[src/rtl/sr_pq_param.sv]
// Shift-register priority queue: sorted cell array with the head in cell 0.
// Define SR_PQ_DISPLACE_EN to let a higher-priority enq evict the tail when full.
package pq_pkg;
  localparam int KEY_WIDTH = 8;
  localparam int VAL_WIDTH = 8;
endpackage

module sr_pq_param #(
  parameter int DEPTH     = 8,
  parameter int KEY_WIDTH = pq_pkg::KEY_WIDTH,
  parameter int VAL_WIDTH = pq_pkg::VAL_WIDTH,
  parameter int MIN_FIRST = 1
) (
  input  logic                           clk,
  input  logic                           rst_n,
  input  logic                           i_enq,
  input  logic                           i_deq,
  input  logic [KEY_WIDTH+VAL_WIDTH-1:0] i_kvi,
  output logic [KEY_WIDTH+VAL_WIDTH-1:0] o_kvo,
  output logic                           o_ovalid,
  output logic                           o_empty,
  output logic                           o_full,
  output logic [$clog2(DEPTH+1)-1:0]     o_count,
  output logic                           o_ovf
`ifdef SR_PQ_DISPLACE_EN
  ,
  output logic [KEY_WIDTH+VAL_WIDTH-1:0] o_drop_kv,
  output logic                           o_drop_valid
`endif
);

  localparam int KVW = KEY_WIDTH + VAL_WIDTH;
  localparam int CW  = $clog2(DEPTH + 1);

  logic [KEY_WIDTH-1:0] r_key [DEPTH];
  logic [VAL_WIDTH-1:0] r_val [DEPTH];
  logic [DEPTH-1:0]     r_vld;
  logic [CW-1:0]        r_count;
  logic                 r_ovf;

  logic [KEY_WIDTH-1:0] w_bKey [DEPTH];
  logic [VAL_WIDTH-1:0] w_bVal [DEPTH];
  logic [DEPTH-1:0]     w_bVld;
  logic [DEPTH-1:0]     w_behind;
  logic [KEY_WIDTH-1:0] w_nKey [DEPTH];
  logic [VAL_WIDTH-1:0] w_nVal [DEPTH];
  logic [DEPTH-1:0]     w_nVld;
  logic [KEY_WIDTH-1:0] w_newKey;
  logic [VAL_WIDTH-1:0] w_newVal;
  logic                 w_full;
  logic                 w_empty;
  logic                 w_doDeq;
  logic                 w_doEnq;
  logic                 w_displace;
  logic                 w_ovf;
  logic [CW-1:0]        w_nCount;

  // True when a cell holding key a sits strictly below a new entry with key b.
  function automatic logic lowerPri(input logic [KEY_WIDTH-1:0] a,
                                    input logic [KEY_WIDTH-1:0] b);
    return (MIN_FIRST != 0) ? (a > b) : (a < b);
  endfunction

  assign w_newKey = i_kvi[KVW-1 -: KEY_WIDTH];
  assign w_newVal = i_kvi[VAL_WIDTH-1:0];
  assign w_full   = (r_count == CW'(DEPTH));
  assign w_empty  = (r_count == '0);
  assign w_doDeq  = i_deq && !w_empty;

`ifdef SR_PQ_DISPLACE_EN
  assign w_displace = i_enq && w_full && !w_doDeq && lowerPri(r_key[DEPTH-1], w_newKey);
`else
  assign w_displace = 1'b0;
`endif

  assign w_doEnq = i_enq && (!w_full || w_doDeq || w_displace);
  assign w_ovf   = i_enq && !w_doEnq;

  always_comb begin
    w_nCount = r_count;
    if (w_doEnq && !w_doDeq && !w_full) w_nCount = r_count + CW'(1);
    else if (w_doDeq && !w_doEnq)       w_nCount = r_count - CW'(1);
  end

  // A dequeue first shifts everything toward the head; insertion then works on that base.
  always_comb begin
    for (int i = 0; i < DEPTH - 1; i++) begin
      w_bKey[i] = w_doDeq ? r_key[i+1] : r_key[i];
      w_bVal[i] = w_doDeq ? r_val[i+1] : r_val[i];
      w_bVld[i] = w_doDeq ? r_vld[i+1] : r_vld[i];
    end
    w_bKey[DEPTH-1] = w_doDeq ? '0   : r_key[DEPTH-1];
    w_bVal[DEPTH-1] = w_doDeq ? '0   : r_val[DEPTH-1];
    w_bVld[DEPTH-1] = w_doDeq ? 1'b0 : r_vld[DEPTH-1];
    for (int i = 0; i < DEPTH; i++) begin
      w_behind[i] = w_bVld[i] && !lowerPri(w_bKey[i], w_newKey);
    end
  end

  // Cells ahead of the insertion point hold, the slot takes the new entry, the rest shift back.
  always_comb begin
    if (w_doEnq && !w_behind[0]) begin
      w_nKey[0] = w_newKey;
      w_nVal[0] = w_newVal;
      w_nVld[0] = 1'b1;
    end else begin
      w_nKey[0] = w_bKey[0];
      w_nVal[0] = w_bVal[0];
      w_nVld[0] = w_bVld[0];
    end
    for (int i = 1; i < DEPTH; i++) begin
      if (!w_doEnq || w_behind[i]) begin
        w_nKey[i] = w_bKey[i];
        w_nVal[i] = w_bVal[i];
        w_nVld[i] = w_bVld[i];
      end else if (w_behind[i-1]) begin
        w_nKey[i] = w_newKey;
        w_nVal[i] = w_newVal;
        w_nVld[i] = 1'b1;
      end else begin
        w_nKey[i] = w_bKey[i-1];
        w_nVal[i] = w_bVal[i-1];
        w_nVld[i] = w_bVld[i-1];
      end
    end
  end

  always_ff @(posedge clk or negedge rst_n) begin
    if (!rst_n) begin
      for (int i = 0; i < DEPTH; i++) begin
        r_key[i] <= '0;
        r_val[i] <= '0;
      end
      r_vld   <= '0;
      r_count <= '0;
      r_ovf   <= 1'b0;
    end else begin
      for (int i = 0; i < DEPTH; i++) begin
        r_key[i] <= w_nKey[i];
        r_val[i] <= w_nVal[i];
      end
      r_vld   <= w_nVld;
      r_count <= w_nCount;
      r_ovf   <= w_ovf;
    end
  end

`ifdef SR_PQ_DISPLACE_EN
  logic [KVW-1:0] r_dropKv;
  logic           r_dropValid;

  always_ff @(posedge clk or negedge rst_n) begin
    if (!rst_n) begin
      r_dropKv    <= '0;
      r_dropValid <= 1'b0;
    end else begin
      r_dropKv    <= w_displace ? {r_key[DEPTH-1], r_val[DEPTH-1]} : '0;
      r_dropValid <= w_displace;
    end
  end

  assign o_drop_kv    = r_dropKv;
  assign o_drop_valid = r_dropValid;
`endif

  assign o_kvo    = {r_key[0], r_val[0]};
  assign o_ovalid = r_vld[0];
  assign o_count  = r_count;
  assign o_empty  = w_empty;
  assign o_full   = w_full;
  assign o_ovf    = r_ovf;

endmodule

[config.mk]
export PLATFORM = sky130hd
export DESIGN_NAME = sr_pq_param
export DESIGN_NICKNAME = d
export VERILOG_FILES = /design/src/rtl/sr_pq_param.sv
export SDC_FILE = /design/constraint.sdc
export NUM_CORES = 1
export LEC_CHECK = 0
export ABC_AREA = 1
export CAP_MARGIN = 10
export CORE_AREA = 2 2 166 168
export CTS_BUF_LIST = sky130_fd_sc_hd__clkbuf_4 sky130_fd_sc_hd__clkbuf_8
export DETAILED_ROUTE_END_ITERATION = 8
export DIE_AREA = 0 0 168 170
export PLACE_DENSITY = 0.56
export SLEW_MARGIN = 20
export SYNTH_ARGS = -nofsm -noshare
export SYNTH_HDL_FRONTEND = slang
export SYNTH_SLANG_ARGS = --single-unit
[constraint.sdc]
create_clock -name clk -period 8.75 [get_ports clk]
set_input_delay 1.75 -clock clk [delete_from_list [all_inputs] [get_ports clk]]
set_output_delay 1.75 -clock clk [all_outputs]
set_load 0.05 [all_outputs]
# Word-level counts from Yosys, hierarchy flattened
# Index checks and enable logic that the tools add are counted.
# word_totals
out_inout_bits	24
in_bits	20
ff_bits	141
# classes
reduce_logical	38
addsub	2
n_eq_ne	2
order_cmp	8
n_mux	71
# op_table
cell	n
two-way mux 8 bit	46
greater-than comparator 8 bit	8
two-way mux 1 bit	23
logical AND 1 bit	15
logical NOT 1 bit	13
logical OR 1 bit	8
two-way mux 4 bit	2
adder 4 x 1 -> 4 bit (second input constant)	1
== test 4 bit (second input constant)	1
logical NOT 4 bit	1
subtractor 4 x 1 -> 4 bit (second input constant)	1
!= test 2 bit (second input constant)	1
nonzero test 2 bit	1

# Depth between registers and ports, before layout
# depth
word_depth	10
ltp_mapped	24
depth_no_buf	20

# Worst setup path before layout
# Ideal clock, no wire load.
# synth_path
kind	input-to-reg
start	input port i_deq
end	register r_key[26] (netlist bit)
t_arrival_ns	3.813
stages	16
path_slack_ns	4.872
t_required_ns	8.685
setup_time_ns	0.065
cell_sequence	nand2_4 inv_4 buf_6 clkbuf_1 nand2_1 nand2_1 ha_1 a21o_1 nor2_1 nand2_1 nand2_1 clkbuf_1 nand3_1 nand2_1 nand2_1 nand2_1
# synth_rtl
item	line	rtl
from (decl)	17	input logic i_deq,
to (signal, indexed assignment)	139	r_key[i] <= w_nKey[i];
to (decl)	35	logic [KEY_WIDTH-1:0] r_key [DEPTH];

==> run_results.csv <==
group,metric,value,unit
synthesis,netlist.top_cell.by_area,"dfrtp_1",
setup_path,end_kind,"flop",
setup_path,startpoint_type,"input port",
timing,hold_ws,0.518,ns
placed_design,gp_routability_congestion,0.845,
floorplan,rows,60,
global_routing,grt_overflow,0,
setup_path,ff2ff_path_depth,18,
placed_design,dp_hpwl,19.9,mm
clocking,root_buffer,"clkbuf_8",
clocking,cts-resized-gates,0,
timing,fin_setup_tns,0,ns
clocking,cts_buffer_depth,2,
finish,nNetsFinal,1663,
floorplan,start_util,0.396,
finish,drive_gt1_frac,0.0516,
setup_path,cpPeakStageDelay,0.83,ns
route,routed_via_density,4.83,
floorplan,io_pins,44,
clocking,postCtsSetupRepairBufs,0,
timing,rsz0062_at_grt,"no",
timing,worst_pin_slew,0.999,ns
global_routing,track_usage,0.205,
setup_path,cpMostUsedCell,"nand2_1",
synthesis,async_reset_ff_frac,1.00,
route,drt_wl_total,27.9,mm
timing,fin_crit_sh,0.666,
timing,hold_viol,0,
synthesis,synth.avg_cell_area,6.56,µm²
hold_path,holdPathStages,2,
clocking,path_clk_slew,0.09,ns
clocking,htreeDepth,4,
synthesis,synth.distinct_cells,30,
synthesis,synth_ff_type,"dfrtp_1",
synthesis,synth_edf_count,0,
floorplan,dieArea,0.0286,mm²
setup_path,cp.arrival,6.19,ns
setup_path,path_class,"input port to flop",
clocking,clk_latency,0.47,ns
floorplan,core,0.0267,mm²
finish,syn_to_final_growth,6.61,%
pwr,powerDensity,351,mW/mm²
route,drtIter0Drc,522,
pwr,max-vdd-ir-drop,107,µV
run,cap_violations,0,
setup_path,critPathSlowestCell,"inv_4",
global_routing,grt_first_pass_wirelength,47.5,mm
global_routing,grt_pass1_vias,9113,
route,drc,0,
clocking,clock_sinks,141,
setup_path,worstPathCellList,"clkdlybuf4s50_1 -> nand2_8 -> inv_4 -> buf_4 -> nand2_1 -> o21ai_1 -> ha_1 -> a21oi_1 -> nor2_1 -> nor2_1 -> nand2_1 -> nand2_1 -> nand2_4 -> nand2_4 -> inv_2 -> nand2_1 -> nand2_1",
clocking,cts_buffers,17,
floorplan,die_w,168,µm
timing,finalMaxSlewViolations,0,
global_routing,antenna_found_initial,0,
placed_design,port_buffers,43,
synthesis,yosysSeqAreaShare,0.334,
finish,num-fill-cells,2899,
status,outcome,"completed",
global_routing,grt_max_degree,90,
finish,diodes,0,
timing,relSlewSlack,0.334,
timing,setup_violations,0,
route,drtAntennaViolNets,0,
route,dr.pass1.iters,5,
synthesis,synthCells,1611,
timing,fmax,172,MHz
setup_path,critPathMaxFanout,83,
synthesis,synth_top_area_share,0.334,
synthesis,synthTopCellsByArea,"dfrtp_1, nand2_1, ha_1",
route,wl_per_cell,14.4,µm
finish,final_util,0.423,
synthesis,netlist_area,0.0106,mm²
floorplan,die_y,170,µm
synthesis,synth_nets,1698,
synthesis,ys_ff_latch,141,
synthesis,yosysWarnings,0,
clocking,cts_tree,"built",
clocking,postCtsHoldBufs,0,
route,vias,9329,
hold_path,hold_path.class,"flop to flop",
timing,period_needed,5.82,ns
setup_path,cp_data_required_time,9.12,ns
pwr,p_leak,6.37,nW
timing,fin_skew,0.0129,ns
-- layout make-up --
class,count,area (µm²),area share
Multi-Input combinational cell,1277,6040,0.536
Sequential cell,141,3530,0.313
Timing Repair Buffer,46,454,0.0403
Tap cell,341,427,0.0379
Inverter,93,364,0.0323
Clock buffer,18,248,0.0220
Clock inverter,14,206,0.0183
-- critical path: cells and delay by family --
| family | cells | cell delay [ns] |
|---|---|---|
| AO/OA/AOI/OAI | 2 | 0.29 |
| adder cells (fa/ha/maj) | 1 | 0.29 |
| buffers and inverters | 4 | 2.03 |
| AND/OR/NAND/NOR | 10 | 1.65 |
-- layout by cell type (no fill, tap or decap), types with 2 or more instances in the layout --
cell and n:
o21ai_2 6, clkdlybuf4s50_1 42, clkbuf_8 18, nand2_2 5
inv_2 4, o21ai_0 23, inv_4 4, o21ai_4 7
inv_6 6, buf_4 3, nor2_2 2, clkinv_4 4
o21a_1 5, a21o_1 8, nor2_1 42, o21ai_1 33
nand4_1 8, xor2_1 3, nand2_1 900, dfrtp_1 141
nand2_4 11, nand2_8 5, ha_1 66, nand3_1 133
bufinv_16 4, inv_1 84, a21oi_1 18
-- logic make-up after synthesis --
logic type / synth area share
AND/OR/NAND/NOR: 0.428
buffers and inverters: 0.0956
XOR/XNOR: 0.00249
adder cells (fa/ha/maj): 0.0801
AO/OA/AOI/OAI: 0.0600
flip-flops: 0.334
-- metrics by stage --
step	total power, mW	instance area, µm²	worst slack, ns	instances
2_1_floorplan	2.97	10600	4.87	1611
6_report	3.96	11300	2.93	1930
5_1_grt	4.37	11300	2.50	1930
3_3_place_gp	3.34	10800	2.52	1898
4_1_cts	3.99	11300	2.96	1930
3_5_place_dp	3.36	10800	2.46	1898
-- cells in the mapped netlist (8+ instances only) --
cell,instances
nand2_1,900
dfrtp_1,141
nand3_1,133
inv_1,84
ha_1,66
nor2_1,42
buf_4,37
o21ai_1,33
buf_2,24
o21ai_0,23
a21oi_1,18
clkbuf_1,18
buf_6,12
nand2_4,12
a21o_1,8
buf_1,8
nand4_1,8
-- worst paths after layout --
| kind | slack [ns] | from | to |
|---|---|---|---|
| hold / removal | 0.52 | r_val[6]$_DFFE_PN0P_ | r_val[6]$_DFFE_PN0P_ |
| setup / recovery | 2.93 | i_deq | r_val[52]$_DFF_PN0_ |
| setup reg to reg | 4.08 | o_count[0]$_DFFE_PN0P_ | r_val[52]$_DFF_PN0_ |
| min in group asynchronous | 1.37 | rst_n | r_key[42]$_DFF_PN0_ |
| max in group asynchronous | 6.18 | rst_n | r_val[37]$_DFF_PN0_ |
| hold reg to reg | 0.52 | r_val[6]$_DFFE_PN0P_ | r_val[6]$_DFFE_PN0P_ |
-- flip-flops by register name, summed over array words and instances, names as in the netlist --
signal / flops
r_vld: 8
r_val: 56
o_count: 4
o_ovf: 1
r_key: 56
o_kvo: 16
-- power by group --
group	internal [mW]	switching, mW	leakage [nW]	total [mW]
clock	0.325	0.296	0.225	0.621
combinational	0.712	1.57	4.33	2.28
sequential	0.913	0.138	1.81	1.05
-- routing by layer --
layer  up-vias  part of all wire  global-route usage
met4         0            0.0092              0.0423
met5         -                 0                   0
met1      4208              0.50               0.278
met2       142              0.46               0.348
met3        23             0.031              0.0295
li1       4956                 -                   -
Note: power is estimated with default switching activity, not from simulation.
